===== src/rtl/trng_conditioner_if.sv =====
// Consumer-facing word handshake of the TRNG conditioner.
// The conditioner drives the word and valid pulse; the consumer drives the request level.
interface trng_conditioner_if #(
    parameter int TRNG_WIDTH = 4
);
    logic                  trng_req;
    logic [TRNG_WIDTH-1:0] trng_word;
    logic                  trng_valid;

    modport master (
        input  trng_req,
        output trng_word,
        output trng_valid
    );

    modport slave (
        output trng_req,
        input  trng_word,
        input  trng_valid
    );
endinterface


===== src/rtl/trng_conditioner.sv =====
// TRNG conditioner: synchronises a raw entropy bit, samples it on a divided strobe,
// runs a repetition-count health test, debiases with a von Neumann corrector and
// packs the surviving bits into words that are handed out one per valid pulse.
module trng_conditioner #(
    parameter int TRNG_WIDTH = 4,
    parameter int SAMPLE_DIV = 4,
    parameter int REP_LIMIT  = 32
) (
    input  logic               clk,
    input  logic               resetn,
    input  logic               raw_bit,
    trng_conditioner_if.master tif,
    output logic               health_fail
);
    localparam int DIV_W = (SAMPLE_DIV > 1) ? $clog2(SAMPLE_DIV) : 1;
    localparam int REP_W = $clog2(REP_LIMIT + 1);
    localparam int CNT_W = $clog2(TRNG_WIDTH + 1);

    logic                  sync1_q, sync1_d, sync2_q, sync2_d;
    logic [DIV_W-1:0]      div_q, div_d;
    logic                  seen_q, seen_d;
    logic                  prev_q, prev_d;
    logic [REP_W-1:0]      rep_q, rep_d;
    logic                  fail_q, fail_d;
    logic                  pair_q, pair_d;
    logic                  a_q, a_d;
    logic [TRNG_WIDTH-1:0] sr_q, sr_d;
    logic [CNT_W-1:0]      cnt_q, cnt_d;
    logic [TRNG_WIDTH-1:0] hold_q, hold_d;
    logic                  hold_vld_q, hold_vld_d;
    logic [TRNG_WIDTH-1:0] word_q, word_d;
    logic                  valid_q, valid_d;

    logic raw_s, strobe, trip, complete, emit, emit_bit;

    assign raw_s    = sync2_q;
    assign strobe   = (div_q == DIV_W'(SAMPLE_DIV - 1));
    assign trip     = (rep_q == REP_W'(REP_LIMIT));
    assign complete = (cnt_q == CNT_W'(TRNG_WIDTH));

    // Synchroniser, sample divider and repetition-count health test
    always_comb begin
        sync1_d = raw_bit;
        sync2_d = sync1_q;
        div_d   = strobe ? '0 : div_q + 1'b1;
        seen_d  = seen_q;
        prev_d  = prev_q;
        rep_d   = rep_q;
        if (strobe) begin
            seen_d = 1'b1;
            prev_d = raw_s;
            if (!seen_q || (raw_s != prev_q))
                rep_d = REP_W'(1);
            else if (!trip)
                rep_d = rep_q + 1'b1;
        end
        // once tripped the source is considered dead until reset
        fail_d = fail_q | trip;
    end

    // Von Neumann corrector over non-overlapping sample pairs; first of pair kept in a_q
    always_comb begin
        pair_d   = pair_q;
        a_d      = a_q;
        emit     = 1'b0;
        emit_bit = a_q;       // (1,0) -> 1, (0,1) -> 0: the emitted bit is the first sample
        if (strobe && !fail_q) begin
            pair_d = ~pair_q;
            if (!pair_q)
                a_d = raw_s;
            else if (a_q != raw_s)
                emit = 1'b1;
        end
    end

    // Packer, hold register and registered output handshake
    always_comb begin
        sr_d       = sr_q;
        cnt_d      = cnt_q;
        hold_d     = hold_q;
        hold_vld_d = hold_vld_q;
        word_d     = word_q;
        valid_d    = 1'b0;
        if (fail_q) begin
            hold_vld_d = 1'b0;
        end else begin
            if (complete && !hold_vld_q) begin
                // move the word out; a bit arriving on the same edge starts the next word
                hold_d     = sr_q;
                hold_vld_d = 1'b1;
                sr_d       = emit ? {{(TRNG_WIDTH-1){1'b0}}, emit_bit} : '0;
                cnt_d      = emit ? CNT_W'(1) : '0;
            end else if (emit && !complete) begin
                sr_d  = {sr_q[TRNG_WIDTH-2:0], emit_bit};
                cnt_d = cnt_q + 1'b1;
            end
            // load needs an empty hold, delivery a full one, so they never collide;
            // a trip in this cycle suppresses the delivery
            if (hold_vld_q && tif.trng_req && !trip) begin
                valid_d    = 1'b1;
                word_d     = hold_q;
                hold_vld_d = 1'b0;
            end
        end
    end

    // State registers, all cleared by the asynchronous reset
    always_ff @(posedge clk or negedge resetn) begin
        if (!resetn) begin
            sync1_q    <= 1'b0;
            sync2_q    <= 1'b0;
            div_q      <= '0;
            seen_q     <= 1'b0;
            prev_q     <= 1'b0;
            rep_q      <= '0;
            fail_q     <= 1'b0;
            pair_q     <= 1'b0;
            a_q        <= 1'b0;
            sr_q       <= '0;
            cnt_q      <= '0;
            hold_q     <= '0;
            hold_vld_q <= 1'b0;
            word_q     <= '0;
            valid_q    <= 1'b0;
        end else begin
            sync1_q    <= sync1_d;
            sync2_q    <= sync2_d;
            div_q      <= div_d;
            seen_q     <= seen_d;
            prev_q     <= prev_d;
            rep_q      <= rep_d;
            fail_q     <= fail_d;
            pair_q     <= pair_d;
            a_q        <= a_d;
            sr_q       <= sr_d;
            cnt_q      <= cnt_d;
            hold_q     <= hold_d;
            hold_vld_q <= hold_vld_d;
            word_q     <= word_d;
            valid_q    <= valid_d;
        end
    end

    assign tif.trng_word  = word_q;
    assign tif.trng_valid = valid_q;
    assign health_fail    = fail_q;
endmodule


===== src/flat_wrapper.sv =====
// flat-port wrapper written by rule: the top's interface ports become plain ports
module trng_conditioner_flat 
#(
    parameter int TRNG_WIDTH = 4,
    parameter int SAMPLE_DIV = 4,
    parameter int REP_LIMIT  = 32
)
  (clk, resetn, raw_bit, health_fail, tif_trng_req, tif_trng_word, tif_trng_valid);
  trng_conditioner_if #(.TRNG_WIDTH(TRNG_WIDTH)) tif_i ();
  input  logic clk;
  input  logic resetn;
  input  logic raw_bit;
  output logic health_fail;
  input wire logic [$bits(tif_i.trng_req)-1:0] tif_trng_req;
  output wire logic [$bits(tif_i.trng_word)-1:0] tif_trng_word;
  output wire logic [$bits(tif_i.trng_valid)-1:0] tif_trng_valid;
  assign tif_i.trng_req = tif_trng_req;
  assign tif_trng_word = tif_i.trng_word;
  assign tif_trng_valid = tif_i.trng_valid;
  trng_conditioner #(.TRNG_WIDTH(TRNG_WIDTH), .SAMPLE_DIV(SAMPLE_DIV), .REP_LIMIT(REP_LIMIT)) u_core (.clk(clk), .resetn(resetn), .raw_bit(raw_bit), .tif(tif_i), .health_fail(health_fail));
endmodule

===== config.mk =====
export PLATFORM = sky130hd
export DESIGN_NAME = trng_conditioner_flat
export DESIGN_NICKNAME = d
export VERILOG_FILES = /design/src/rtl/trng_conditioner_if.sv /design/src/rtl/trng_conditioner.sv /design/src/flat_wrapper.sv
export SDC_FILE = /design/constraint.sdc
export NUM_CORES = 1
export LEC_CHECK = 0
export BUFFER_PORTS_ARGS = -buffer_cell sky130_fd_sc_hd__buf_2
export CORE_MARGIN = 2
export CORE_UTILIZATION = 53
export DETAILED_ROUTE_END_ITERATION = 10
export PLACE_DENSITY = 0.75
export SYNTH_ARGS = -nofsm -noshare
export SYNTH_HDL_FRONTEND = slang
export SYNTH_SLANG_ARGS = --single-unit

===== constraint.sdc =====
create_clock -name clk -period 1.7 [get_ports clk]
set_clock_uncertainty 0.2 [all_clocks]
set_input_delay 0.51 -clock clk [delete_from_list [all_inputs] [get_ports clk]]
set_output_delay 0.51 -clock clk [all_outputs]
set_load 0.01 [all_outputs]

# Word-level counts from Yosys, hierarchy flattened
# Cells that the tools add are included.
[totals]
out_inout_bits = 6
elab_cells = 62
input_bits = 4
reg_bits = 32
[op_classes]
n_bitwise = 3
addsub = 3
n_eq_ne = 6
reduce_logical = 18
n_mux = 17
[ops]
columns = ["operator", "count"]
rows = [
  ["2-to-1 mux 6 bit", 2],
  ["2-to-1 mux 1 bit", 10],
  ["AND reduction 2 bit", 5],
  ["2-to-1 mux 4 bit", 2],
  ["adder 6 x 1 -> 6 bit (second input constant)", 1],
  ["equality test 6 bit (second input constant)", 1],
  ["2-to-1 mux 3 bit", 2],
  ["logical AND 1 bit", 5],
  ["zero test 1 bit", 5],
  ["adder 3 x 1 -> 3 bit (second input constant)", 1],
  ["equality test 3 bit (second input constant)", 1],
  ["nonzero test 3 bit", 1],
  ["adder 2 x 1 -> 2 bit (second input constant)", 1],
  ["equality test 2 bit (second input constant)", 1],
  ["2-to-1 mux 2 bit", 1],
  ["inequality test 1 bit", 2],
  ["inequality test 2 bit (second input constant)", 1],
  ["inverter 1 bit", 2],
  ["nonzero test 2 bit", 1],
  ["logical OR 1 bit", 1],
  ["OR 1 bit", 1],
]

# Logic depth before layout (Yosys ltp)
[logic_depth]
depth_word = 7
mapped_depth = 6
ltp_nobuf = 5

# Least setup slack after synthesis
# Ideal clock, no wire load.
[synth_timing]
kind = "register to register"
startpoint = "register u_core.rep_q[0]"
endpoint = "register u_core.word_q[0] (netlist: u_core.tif.trng_word[0])"
path_stages_with_launch = 6
required_ns = 1.375
path_buffers = 0
arrival_time_ns = 1.414
slack_ns = -0.039
setup_ns = 0.125
path_cell_list = "dfrtp_1 inv_1 ha_1 nand4bb_4 o2111ai_2 mux2_2"
[synth_between]
elab_chain_len = 4
[synth_rtl]
columns = ["element", "line_no", "text"]
rows = [
  ["from (decl)", "trng_conditioner.sv:23", "logic [REP_W-1:0] rep_q, rep_d;"],
  ["from (signal assigned)", "trng_conditioner.sv:131", "rep_q <= rep_d;"],
  ["equality test 6 bit", "trng_conditioner.sv:38", "assign trip = (rep_q == REP_W'(REP_LIMIT));"],
  ["zero test 1 bit", "-", ""],
  ["logical AND 1 bit", "trng_conditioner.sv:99", "if (hold_vld_q && tif.trng_req && !trip) begin"],
  ["AND reduction 2 bit (no source line)", "-", ""],
  ["to (signal assigned)", "trng_conditioner.sv:139", "word_q <= word_d;"],
  ["to (decl)", "trng_conditioner.sv:31", "logic [TRNG_WIDTH-1:0] word_q, word_d;"],
]
# No other way between the ends.
# A chain may end at the register's enable or synchronous reset.

# Final worst setup path
[layout_timing]
startpoint = "register u_core.rep_q[0]"
endpoint = "register u_core.word_q[2] (netlist: u_core.tif.trng_word[2])"
# Same word-level chain as after synthesis.

==> flow_summary.ini <==
[timing]
clock.fmax_mhz = 579
setup_viol = 4
rsz0062_at_grt = yes
setup_slack_ps = -26.6
fin_crit_sh = 1.02
period_needed_ps = 1730
hold_violations = 0
maxSlewHeadroom = 0.753
tightest_slew_ps = 371
slew_viol_final = 0

[detailed_routing]
drt_iter0_markers = 25
first_pass_iters = 4
drcViolationCount = 0
wirelength_um = 2960
routedWlPerCell_um = 15.6
viasPerCell = 5.57
route.vias.total = 1059
ant_nets = 0

[yosys]
synth_simple_gate_area_frac = 0.149
ys.flop_type = dfrtp_1
synth_top_area_frac = 0.522
synth_edf_count = 0
syn-num-nets = 139
ys_top_cells_by_area = dfrtp_1 (52%), mux2_2 (6.6%), ha_1 (4.1%)
synth-seq-cells = 32
yosys_warnings = 0
synthArstFlopShare = 1.00
synth_area_per_cell_um2 = 11.8
synthMuxAreaShare = 0.0921
netlist_instances = 130
synth_top_family_by_area = simple AND/OR/NAND/NOR gates
yosys.area.top_type = dfrtp_1
synth_adder_area_share = 0.0407
synth_area_um2 = 1540
synth_compound_area_frac = 0.117
ys_seq_area_frac = 0.522
yosys.cell_types.count = 42
synthXorXnorAreaFrac = 0.0277

[global_routing]
grtUsageMet1 = 0.259
grt_pass1_vias = 1067
grtUsageMet2 = 0.291
grt_busiest_layer = met2
grt-ovfl-total = 0
grt_pass1_wl_um = 4820
grtUsageMet3 = 0.0647
grt_usage = 0.195
antenna_found_initial = 0
grt_max_degree = 33

[setup_path]
critPathArrivalTime_ps = 1760
slowest_delay_ps = 400
worstSetupPathType = reg2reg
cpMaxStageDelayCell = dfrtp_1
worst-endpoint-required_ps = 1730
r2r_cells = 5
critical-path-top-delay-family = flip-flops
crit_chain = inv_2, ha_4, nand4bb_4, o2111ai_4, mux2_4
crit_cells = 5
crit_fanout = 5
ff2ff_setup_slack_ps = -30
path_buf_inv = 1
critPathLaunchType = register
reg2reg_to = u_core.tif.trng_word[2]$_DFFE_PN0P_
crit-reg2reg-launch = u_core.rep_q[0]$_DFFE_PN0P_
end_kind = register

[placement]
dpl_cell_area_um2 = 1710
io_buffers = 9
globalplace.congestion = 0.856
dp_cells = 179
hpwlAfterDp_um = 2020

[layout]
final_area_um2 = 1860
area_growth_pct = 21.4
drive_above_1_share = 0.384
multi_input_area_um2 = 728
fin_util = 0.676
ff_latch_area_um2 = 802
fin_nets = 167
fin_cells = 190
nFillCells = 192
n_antenna_cell = 0

[clock_tree]
clock_path_buffers = 2
htreeDepth = 2
clockRootBuffer = clkbuf_4
cts_tree = built
clock_latency_ps = 350
cts_made_buffers = 5
path_clk_slew_ps = 100
cts.sinks = 32

[floorplan]
die_w_um = 57.8
coreArea_um2 = 2760
dieArea_um2 = 3340
die_y_um = 57.8
initial_core_util = 0.557
rows = 19
io_pins = 10

[outcome]
failed_checks = negative setup slack
status = finished with violations

[pwr]
p_per_area_nw_per_um2 = 1260
max-vdd-ir-drop_v = 0.00123
p_leak_uw = 0.000904

[worst_hold_path]
min_to = u_core.sync1_q$_DFF_PN0_
hp-start = raw_bit
holdCritPathClass = in2reg
hold_depth = 1

[flow_run]
cap_viol_max_count = 0
-- cell usage in the layout, fill, tap and decap left out, drive strengths merged, types with 2 or more instances in the layout --
cell type and n:
nand4 4, nand4bb 2, nand2b 2, nor2 3, clkbuf 5, o22ai 2
or2 2, mux2 9, and3b 2, o21ai 3, a211oi 2, nor2b 3
ha 5, nand3 4, xnor2 2, clkinv 3, o2111ai 3, mux2i 4
xor2 2, and3 2, nand2 9, a21boi 2, and2 2, buf 25
dfrtp 32, inv 12
-- kinds of logic after synthesis --
group	count (synthesis)
buf+inv	17
mux	13
flops	32
fa+ha+maj	5
simple gates	37
compound gates	22
xor+xnor	4
-- metal layers --
metal	wire length, µm	up-vias
li1	-	523
met1	1380	511
met2	1440	23
met3	126	2
met4	18	0
met5	0	-
-- synth_stat cells, types with 3 or more instances --
cell,number
dfrtp_1,32
inv_1,12
mux2_2,9
nand2_1,9
ha_1,5
mux2i_1,4
nand3_1,4
nand4_1,4
nor2_1,3
nor2b_1,3
o21ai_0,3
-- area by class of cell --
cell class	instances	share of cell area
timing repair buffer	26	0.104
sequential	32	0.430
inverter	12	0.0242
clock inverter	3	0.0101
tap	31	0.0208
clock buffer	5	0.0201
multi-input combinational	81	0.391
-- power by group --
group / leakage, µW / internal, µW / switching (µW)
Combinational: 0.000462 / 430 / 373
Sequential: 0.000407 / 963 / 150
Clock: 0.0000349 / 159 / 282
Total: 0.000904 / 1550 / 805
-- per-stage QoR --
stage	hold WS (ps)	TNS [ps]	power (µW)	setup slack, ps
final	78.0	-95.2	2360	-26.6
after global routing	50.6	-395	2510	-80.2
after CTS	59.6	-259	2280	-62.0
after detailed placement	150	-258	1840	-60.7
after global placement	134	-14.6	1800	-3.96
after floorplan	14.4	-68.2	1550	-17.0
-- worst max-delay path by stage --
stage / startpoint / to / slack [ps]
6_report: u_core.rep_q[0]$_DFFE_PN0P_ / u_core.tif.trng_word[2]$_DFFE_PN0P_ / -30
5_1_grt: u_core.rep_q[0]$_DFFE_PN0P_ / u_core.tif.trng_word[2]$_DFFE_PN0P_ / -80
4_1_cts: u_core.rep_q[0]$_DFFE_PN0P_ / u_core.tif.trng_word[2]$_DFFE_PN0P_ / -60
3_5_place_dp: u_core.rep_q[0]$_DFFE_PN0P_ / u_core.tif.trng_word[2]$_DFFE_PN0P_ / -60
3_3_place_gp: u_core.rep_q[0]$_DFFE_PN0P_ / u_core.tif.trng_word[1]$_DFFE_PN0P_ / -4
2_1_floorplan: u_core.rep_q[0]$_DFFE_PN0P_ / u_core.tif.trng_word[0]$_DFFE_PN0P_ / -20
-- flip-flops by register name (all words and copies together), names as in the netlist --
register	flops
u_core.tif.trng_word	4
u_core.cnt_q	3
u_core.health_fail	1
u_core.seen_q	1
u_core.sr_q	4
u_core.prev_q	1
u_core.raw_s	1
u_core.a_q	1
u_core.rep_q	6
u_core.sync1_q	1
u_core.pair_q	1
u_core.tif.trng_valid	1
u_core.hold_vld_q	1
u_core.div_q	2
u_core.hold_q	4
-- timing repair --
action                                  CTS  global route
resized for setup                         3            17
endpoints found under the setup margin    8            18
endpoints found under the hold margin    32             0
hold buffers                              1             0
pin swaps                                 0             2
buffers inserted                          1             1
Power figures use the tool's default switching activity.
